File: config.mk
export PLATFORM = sky130hd
export DESIGN_NAME = tx_frame_ctrl_flat
export DESIGN_NICKNAME = d
export VERILOG_FILES = /design/src/rtl/tx_frame_ctrl_if.sv /design/src/rtl/tx_frame_ctrl.sv /design/src/flat_wrapper.sv
export SDC_FILE = /design/constraint.sdc
export NUM_CORES = 1
export LEC_CHECK = 0
export ABC_AREA = 1
export CAP_MARGIN = 5
export CORE_ASPECT_RATIO = 0.9
export CORE_MARGIN = 2
export CORE_UTILIZATION = 35
export DETAILED_ROUTE_END_ITERATION = 8
export RECOVER_POWER = 25
export SYNTH_ARGS = -nofsm -noshare
export SYNTH_HDL_FRONTEND = slang
export SYNTH_SLANG_ARGS = --single-unit
File: constraint.sdc
create_clock -name sys_clk -period 3.7 [get_ports sys_clk]
set_input_delay 0.37 -clock sys_clk [delete_from_list [all_inputs] [get_ports sys_clk]]
set_output_delay 0.37 -clock sys_clk [all_outputs]
set_load 0.03 [all_outputs]
File: src/rtl/tx_frame_ctrl_if.sv
// tx_frame_ctrl_if: bundles the frame request, the payload source handshake
// and the transmit symbol outputs of tx_frame_ctrl.
// The master side drives the requests and the payload, and the slave side is the sequencer.
interface tx_frame_ctrl_if #(
  parameter int LEN_W = 8
);
  logic             start;
  logic [LEN_W-1:0] payload_len;
  logic             data_valid;
  logic [1:0]       data_in;
  logic             data_ready;
  logic [1:0]       sym_out;
  logic             sym_valid;
  logic             busy;
  logic             done;
  logic             underflow;
  logic [1:0]       state;

  modport master (
    output start, payload_len, data_valid, data_in,
    input  data_ready, sym_out, sym_valid, busy, done, underflow, state
  );

  modport slave (
    input  start, payload_len, data_valid, data_in,
    output data_ready, sym_out, sym_valid, busy, done, underflow, state
  );
endinterface

File: src/rtl/tx_frame_ctrl.sv
// tx_frame_ctrl: symbol-rate frame sequencer for the transmit chain.
// Each frame has three parts: preamble, then payload pulled from the source, then guard symbols.
// The state, the counters and sym_out move only on sym_clk_ena.
// Optional build macro TX_FRAME_PN_PREAMBLE_EN: the preamble comes from a
// 7-bit LFSR (x^7+x^6+1, seed 7'h7F) instead of the alternating 11/00 pattern.
//
// state    | meaning
// IDLE     | no frame, waiting for start / start_pend at a strobe
// PREAMBLE | loading preamble symbols; leaves on the strobe loading the last
// PAYLOAD  | popping payload symbols; leaves on the strobe loading the last
// GUARD    | loading guard symbols; the strobe after the last ends the frame
module tx_frame_ctrl #(
  parameter int         PREAMBLE_LEN = 8,
  parameter int         GUARD_LEN    = 2,
  parameter int         LEN_W        = 8,
  parameter logic [1:0] GUARD_SYM    = 2'b00
) (
  input  logic           sys_clk,
  input  logic           reset,
  input  logic           sym_clk_ena,
  tx_frame_ctrl_if.slave bus
);
  localparam int PH_MAX = (PREAMBLE_LEN > GUARD_LEN) ? PREAMBLE_LEN : GUARD_LEN;
  localparam int PH_W   = $clog2(PH_MAX + 1);
  localparam logic [PH_W-1:0] PRE_LOAD   = PH_W'(PREAMBLE_LEN - 1);
  localparam logic [PH_W-1:0] GUARD_LOAD = PH_W'(GUARD_LEN);

  typedef enum logic [1:0] {
    IDLE     = 2'd0,
    PREAMBLE = 2'd1,
    PAYLOAD  = 2'd2,
    GUARD    = 2'd3
  } state_t;

  state_t           state_q, state_nxt;
  logic [1:0]       sym_q, sym_nxt;
  logic             valid_q, valid_nxt;
  logic             done_q, done_nxt;
  logic             under_q, under_nxt;
  logic             pend_q, pend_nxt;
  logic [LEN_W-1:0] rem_q, rem_nxt;
  logic [PH_W-1:0]  ph_q, ph_nxt;
  logic             ready;

`ifdef TX_FRAME_PN_PREAMBLE_EN
  logic [6:0] lfsr_q, lfsr_nxt;

  function automatic logic [6:0] lfsr_step(input logic [6:0] v);
    return {v[5:0], v[6] ^ v[5]};
  endfunction
`endif

  // Register all sequencer state; reset abandons any frame without a done pulse.
  always_ff @(posedge sys_clk) begin
    if (reset) begin
      state_q <= IDLE;
      sym_q   <= 2'b00;
      valid_q <= 1'b0;
      done_q  <= 1'b0;
      under_q <= 1'b0;
      pend_q  <= 1'b0;
      rem_q   <= '0;
      ph_q    <= '0;
`ifdef TX_FRAME_PN_PREAMBLE_EN
      lfsr_q  <= 7'h7F;
`endif
    end else begin
      state_q <= state_nxt;
      sym_q   <= sym_nxt;
      valid_q <= valid_nxt;
      done_q  <= done_nxt;
      under_q <= under_nxt;
      pend_q  <= pend_nxt;
      rem_q   <= rem_nxt;
      ph_q    <= ph_nxt;
`ifdef TX_FRAME_PN_PREAMBLE_EN
      lfsr_q  <= lfsr_nxt;
`endif
    end
  end

  // Next-state and symbol selection; every phase loads its next symbol on the strobe.
  always_comb begin
    state_nxt = state_q;
    sym_nxt   = sym_q;
    valid_nxt = valid_q;
    done_nxt  = 1'b0;
    under_nxt = under_q;
    pend_nxt  = pend_q;
    rem_nxt   = rem_q;
    ph_nxt    = ph_q;
    ready     = 1'b0;
`ifdef TX_FRAME_PN_PREAMBLE_EN
    lfsr_nxt  = lfsr_q;
`endif

    if (state_q == IDLE && bus.start) pend_nxt = 1'b1;

    if (sym_clk_ena) begin
      case (state_q)
        IDLE: begin
          if (pend_q || bus.start) begin
            pend_nxt  = 1'b0;
            rem_nxt   = bus.payload_len;
            sym_nxt   = 2'b11;
            valid_nxt = 1'b1;
            ph_nxt    = PRE_LOAD;
`ifdef TX_FRAME_PN_PREAMBLE_EN
            lfsr_nxt  = lfsr_step(7'h7F);
`endif
            if (PREAMBLE_LEN == 1) begin
              state_nxt = (bus.payload_len != '0) ? PAYLOAD : GUARD;
              ph_nxt    = GUARD_LOAD;
            end else begin
              state_nxt = PREAMBLE;
            end
          end
        end
        PREAMBLE: begin
`ifdef TX_FRAME_PN_PREAMBLE_EN
          sym_nxt  = {2{lfsr_q[6]}};
          lfsr_nxt = lfsr_step(lfsr_q);
`else
          sym_nxt  = ~sym_q;
`endif
          ph_nxt = ph_q - PH_W'(1);
          if (ph_q == PH_W'(1)) begin
            state_nxt = (rem_q != '0) ? PAYLOAD : GUARD;
            ph_nxt    = GUARD_LOAD;
          end
        end
        PAYLOAD: begin
          if (rem_q != '0) begin
            ready   = 1'b1;
            rem_nxt = rem_q - LEN_W'(1);
            if (bus.data_valid) begin
              sym_nxt = bus.data_in;
            end else begin
              sym_nxt   = 2'b00;
              under_nxt = 1'b1;
            end
          end
          if (rem_q <= LEN_W'(1)) begin
            state_nxt = GUARD;
            ph_nxt    = GUARD_LOAD;
          end
        end
        GUARD: begin
          if (ph_q != '0) begin
            sym_nxt = GUARD_SYM;
            ph_nxt  = ph_q - PH_W'(1);
          end else begin
            state_nxt = IDLE;
            sym_nxt   = 2'b00;
            valid_nxt = 1'b0;
            done_nxt  = 1'b1;
          end
        end
        default: state_nxt = IDLE;
      endcase
    end
  end

  assign bus.data_ready = ready;
  assign bus.sym_out    = sym_q;
  assign bus.sym_valid  = valid_q;
  assign bus.busy       = pend_q | (state_q != IDLE);
  assign bus.done       = done_q;
  assign bus.underflow  = under_q;
  assign bus.state      = state_q;
endmodule

File: src/flat_wrapper.sv
// flat-port wrapper written by rule: the top's interface ports become plain ports
module tx_frame_ctrl_flat 
#(
  parameter int         PREAMBLE_LEN = 8,
  parameter int         GUARD_LEN    = 2,
  parameter int         LEN_W        = 8,
  parameter logic [1:0] GUARD_SYM    = 2'b00
)
  (sys_clk, reset, sym_clk_ena, bus_start, bus_payload_len, bus_data_valid, bus_data_in, bus_data_ready, bus_sym_out, bus_sym_valid, bus_busy, bus_done, bus_underflow, bus_state);
  tx_frame_ctrl_if #(.LEN_W(LEN_W)) bus_i ();
  input  logic sys_clk;
  input  logic reset;
  input  logic sym_clk_ena;
  input wire logic [$bits(bus_i.start)-1:0] bus_start;
  input wire logic [$bits(bus_i.payload_len)-1:0] bus_payload_len;
  input wire logic [$bits(bus_i.data_valid)-1:0] bus_data_valid;
  input wire logic [$bits(bus_i.data_in)-1:0] bus_data_in;
  output wire logic [$bits(bus_i.data_ready)-1:0] bus_data_ready;
  output wire logic [$bits(bus_i.sym_out)-1:0] bus_sym_out;
  output wire logic [$bits(bus_i.sym_valid)-1:0] bus_sym_valid;
  output wire logic [$bits(bus_i.busy)-1:0] bus_busy;
  output wire logic [$bits(bus_i.done)-1:0] bus_done;
  output wire logic [$bits(bus_i.underflow)-1:0] bus_underflow;
  output wire logic [$bits(bus_i.state)-1:0] bus_state;
  assign bus_i.start = bus_start;
  assign bus_i.payload_len = bus_payload_len;
  assign bus_i.data_valid = bus_data_valid;
  assign bus_i.data_in = bus_data_in;
  assign bus_data_ready = bus_i.data_ready;
  assign bus_sym_out = bus_i.sym_out;
  assign bus_sym_valid = bus_i.sym_valid;
  assign bus_busy = bus_i.busy;
  assign bus_done = bus_i.done;
  assign bus_underflow = bus_i.underflow;
  assign bus_state = bus_i.state;
  tx_frame_ctrl #(.PREAMBLE_LEN(PREAMBLE_LEN), .GUARD_LEN(GUARD_LEN), .LEN_W(LEN_W), .GUARD_SYM(GUARD_SYM)) u_core (.sys_clk(sys_clk), .reset(reset), .sym_clk_ena(sym_clk_ena), .bus(bus_i));
endmodule
==> results.sh <==
export IMPL_status="complete, no violations"
export IMPL_fin_worst_skew_ns=0.00521
export IMPL_crit_path_start_kind="register"
export IMPL_hold_class="register to register"
export IMPL_design_area_um2=1690
export IMPL_fmax_mhz=342
export IMPL_synth_top_family_by_area="simple AND/OR/NAND/NOR gates"
export IMPL_setup_viol=0
export IMPL_cts_tree="done"
export IMPL_cp_arrival_ns=2.55
export IMPL_yosysTopAreaCellShare_pct=29.1
export IMPL_grt_pass1_vias=1294
export IMPL_synth_cell_types=28
export IMPL_clock_path_buffers=2
export IMPL_fin_cells=281
export IMPL_num_fill_cells=402
export IMPL_synth_seq_cells=20
export IMPL_clock_sinks=20
export IMPL_grt_max_degree=15
export IMPL_synthCells=211
export IMPL_diodes=0
export IMPL_gp_congestion=0.878
export IMPL_hold_buffers=0
export IMPL_powerDensity_nw_per_um2=677
export IMPL_synth_simple_area_share_pct=34.1
export IMPL_async_reset_ff_share_pct=0
export IMPL_die_w_um=70.1
export IMPL_fin_crit_sh_pct=78.9
export IMPL_ys_seq_area_share_pct=29.1
export IMPL_io_pins=24
export IMPL_yosysTopAreaCell="dfxtp_1"
export IMPL_wire_per_inst_um=11.5
export IMPL_synth_main_ff_cell="dfxtp_1"
export IMPL_synth_compound_area_share_pct=15.6
export IMPL_synth_commonest_cells="nand2_1, nor2_1, inv_1"
export IMPL_cp_end_kind="primary output"
export IMPL_port_buffers=23
export IMPL_synth_area_per_cell_um2=6.53
export IMPL_start_util_pct=36.7
export IMPL_p_leak_uw=0.000770
export IMPL_power_uw=1140
export IMPL_syn_nets=236
export IMPL_finalMaxSlewViolations=0
export IMPL_postCtsResizedCells=0
export IMPL_yosysWarnings=0
export IMPL_route_detailed_drc=0
export IMPL_setup_tns_ns=0
export IMPL_yosysMostFrequentCell="nand2_1"
export IMPL_synth_edf_count=0
export IMPL_grt_busiest_layer="met2"
export IMPL_synth_area_top_cells="dfxtp_1, nand2_1, nor2_1"
export IMPL_hold_viol=0
export IMPL_worstSkewPairLatency_ns=0.26
export IMPL_grtUsageMet2_pct=24.3
export IMPL_vias=1322
export IMPL_die_area_um2=4450
export IMPL_grt_pass1_wl_um=5780
export IMPL_antenna_found_initial=0
export IMPL_cts_clk_slew_worst_paths_ns=0.08
export IMPL_die_y_um=63.5
export IMPL_cap_violations=0
export IMPL_synth_area_um2=1380
export IMPL_routed_wl_um=3240
export IMPL_cts_inserted_buffers=3
export IMPL_h_tree_depth=1
export IMPL_use_met1_pct=21.9
export IMPL_fin_nets=261
export IMPL_period_minus_slack_ns=2.92
export IMPL_cts_setup_buffers=0
export IMPL_drt_antenna_violating_nets=0
export IMPL_cp_max_fo=14
export IMPL_max_vdd_ir_drop_mv=0.192
export IMPL_placed_area_um2=1640
export IMPL_worst_pin_slew_ns=0.569
export IMPL_vias_per_cell=4.70
export IMPL_root_buffer="clkbuf_8"
export IMPL_synth_xor_area_share_pct=0.636
export IMPL_rows=21
export IMPL_dpl_hpwl_um=2460
export IMPL_coreArea_um2=3760
export IMPL_dp_cells=277
export IMPL_rsz0062_at_grt="false"
export IMPL_initialDrtViolationCount=78
export IMPL_drive_above_1_share_pct=8.51
export IMPL_grt_ovfl_total=0
export IMPL_grt_use_total_pct=16.0
export IMPL_use_met3_pct=4.00
export IMPL_synth_mux_area_share_pct=0
export IMPL_synth_fa_ha_area_share_pct=9.08
export IMPL_firstDrtPassIters=4
export IMPL_critical_path_class="register to primary output"
export IMPL_area_growth_pct=22.6
export IMPL_required_ns=3.33
export IMPL_relSlewSlack_pct=62.1
[through the flow]
step / setup slack (ns) / utilization (%) / hold slack [ns]
2_1_floorplan: 1.56 / - / 0.470
3_3_place_gp: 1.10 / 43.6 / 0.441
3_5_place_dp: 1.05 / 43.6 / 0.444
4_1_cts: 0.756 / 45.0 / 0.456
5_1_grt: 0.549 / 45.0 / 0.486
6_report: 0.779 / 45.0 / 0.447
[placed cells by master (no fill, tap or decap)]
master / n
clkdlybuf4s50_1: 19
o21ai_1: 3
nand2_4: 1
nand4_1: 2
o211ai_1: 1
clkbuf_8: 4
nor2_2: 3
a211oi_1: 1
nand3_4: 2
nand2_2: 2
nor3b_1: 1
ha_1: 10
nand2_1: 40
or2_2: 1
inv_1: 29
dlygate4sd3_1: 4
inv_2: 4
a31oi_1: 1
a21oi_1: 16
xnor2_1: 1
o21ai_0: 18
o21ai_2: 1
nand3_1: 12
dfxtp_1: 20
nand3_2: 1
inv_4: 1
nor2_1: 34
nor3_1: 3
[layout make-up]
cell class,count,area (um^2),share of cell area [%]
clock buffer,4,55.1,3.26
timing repair buffer,23,230,13.6
multi-input combinational,154,816,48.3
inverter,34,130,7.70
sequential,20,400,23.7
tap,46,57.6,3.41
[metal layers]
| layer | part of all wire, % | vias to the layer above | routed length (um) |
|---|---|---|---|
| met5 | 0 | - | 0 |
| met2 | 42 | 23 | 1350 |
| met1 | 52 | 573 | 1670 |
| met4 | 1.5 | 0 | 48 |
| li1 | - | 722 | - |
| met3 | 5.0 | 4 | 163 |
[worst paths after layout]
path / from / slack (ns) / cells past startpoint / endpoint
max: u_core.bus.state[0] / 0.78 / 5 / bus_data_ready
min: u_core.bus.sym_valid / 0.45 / 2 / u_core.bus.sym_valid
max reg2reg: u_core.bus.state[0] / 1.82 / 9 / u_core.rem_q[4]
min reg2reg: u_core.bus.sym_valid / 0.45 / 2 / u_core.bus.sym_valid
[cell families after synthesis]
group,count (synthesis)
AND/OR/NAND/NOR,102
AO/OA/AOI/OAI,41
buffers and inverters,37
flip-flops,20
adder cells (fa/ha/maj),10
XOR/XNOR,1
[where the power goes]
group / switching [uW] / internal, uW / total [uW]
Sequential: 47.6 / 270 / 317
Combinational: 419 / 235 / 654
Clock: 78.2 / 94.8 / 173
Total: 545 / 600 / 1140
[worst max-delay path, cell delays in order (launching register included)]
cell	delay, ns
dfxtp_1	0.36
inv_1	0.16
ha_1	0.55
inv_2	0.21
nor3_1	0.30
clkdlybuf4s50_1	0.71
[flip-flops by register name, indices dropped and copies added, names as in the netlist]
register              cells
u_core.pend_q             1
u_core.bus.underflow      1
u_core.ph_q               4
u_core.bus.sym_valid      1
u_core.bus.sym_out        2
u_core.bus.done           1
u_core.bus.state          2
u_core.rem_q              8
(Power assumes the default switching activity.)
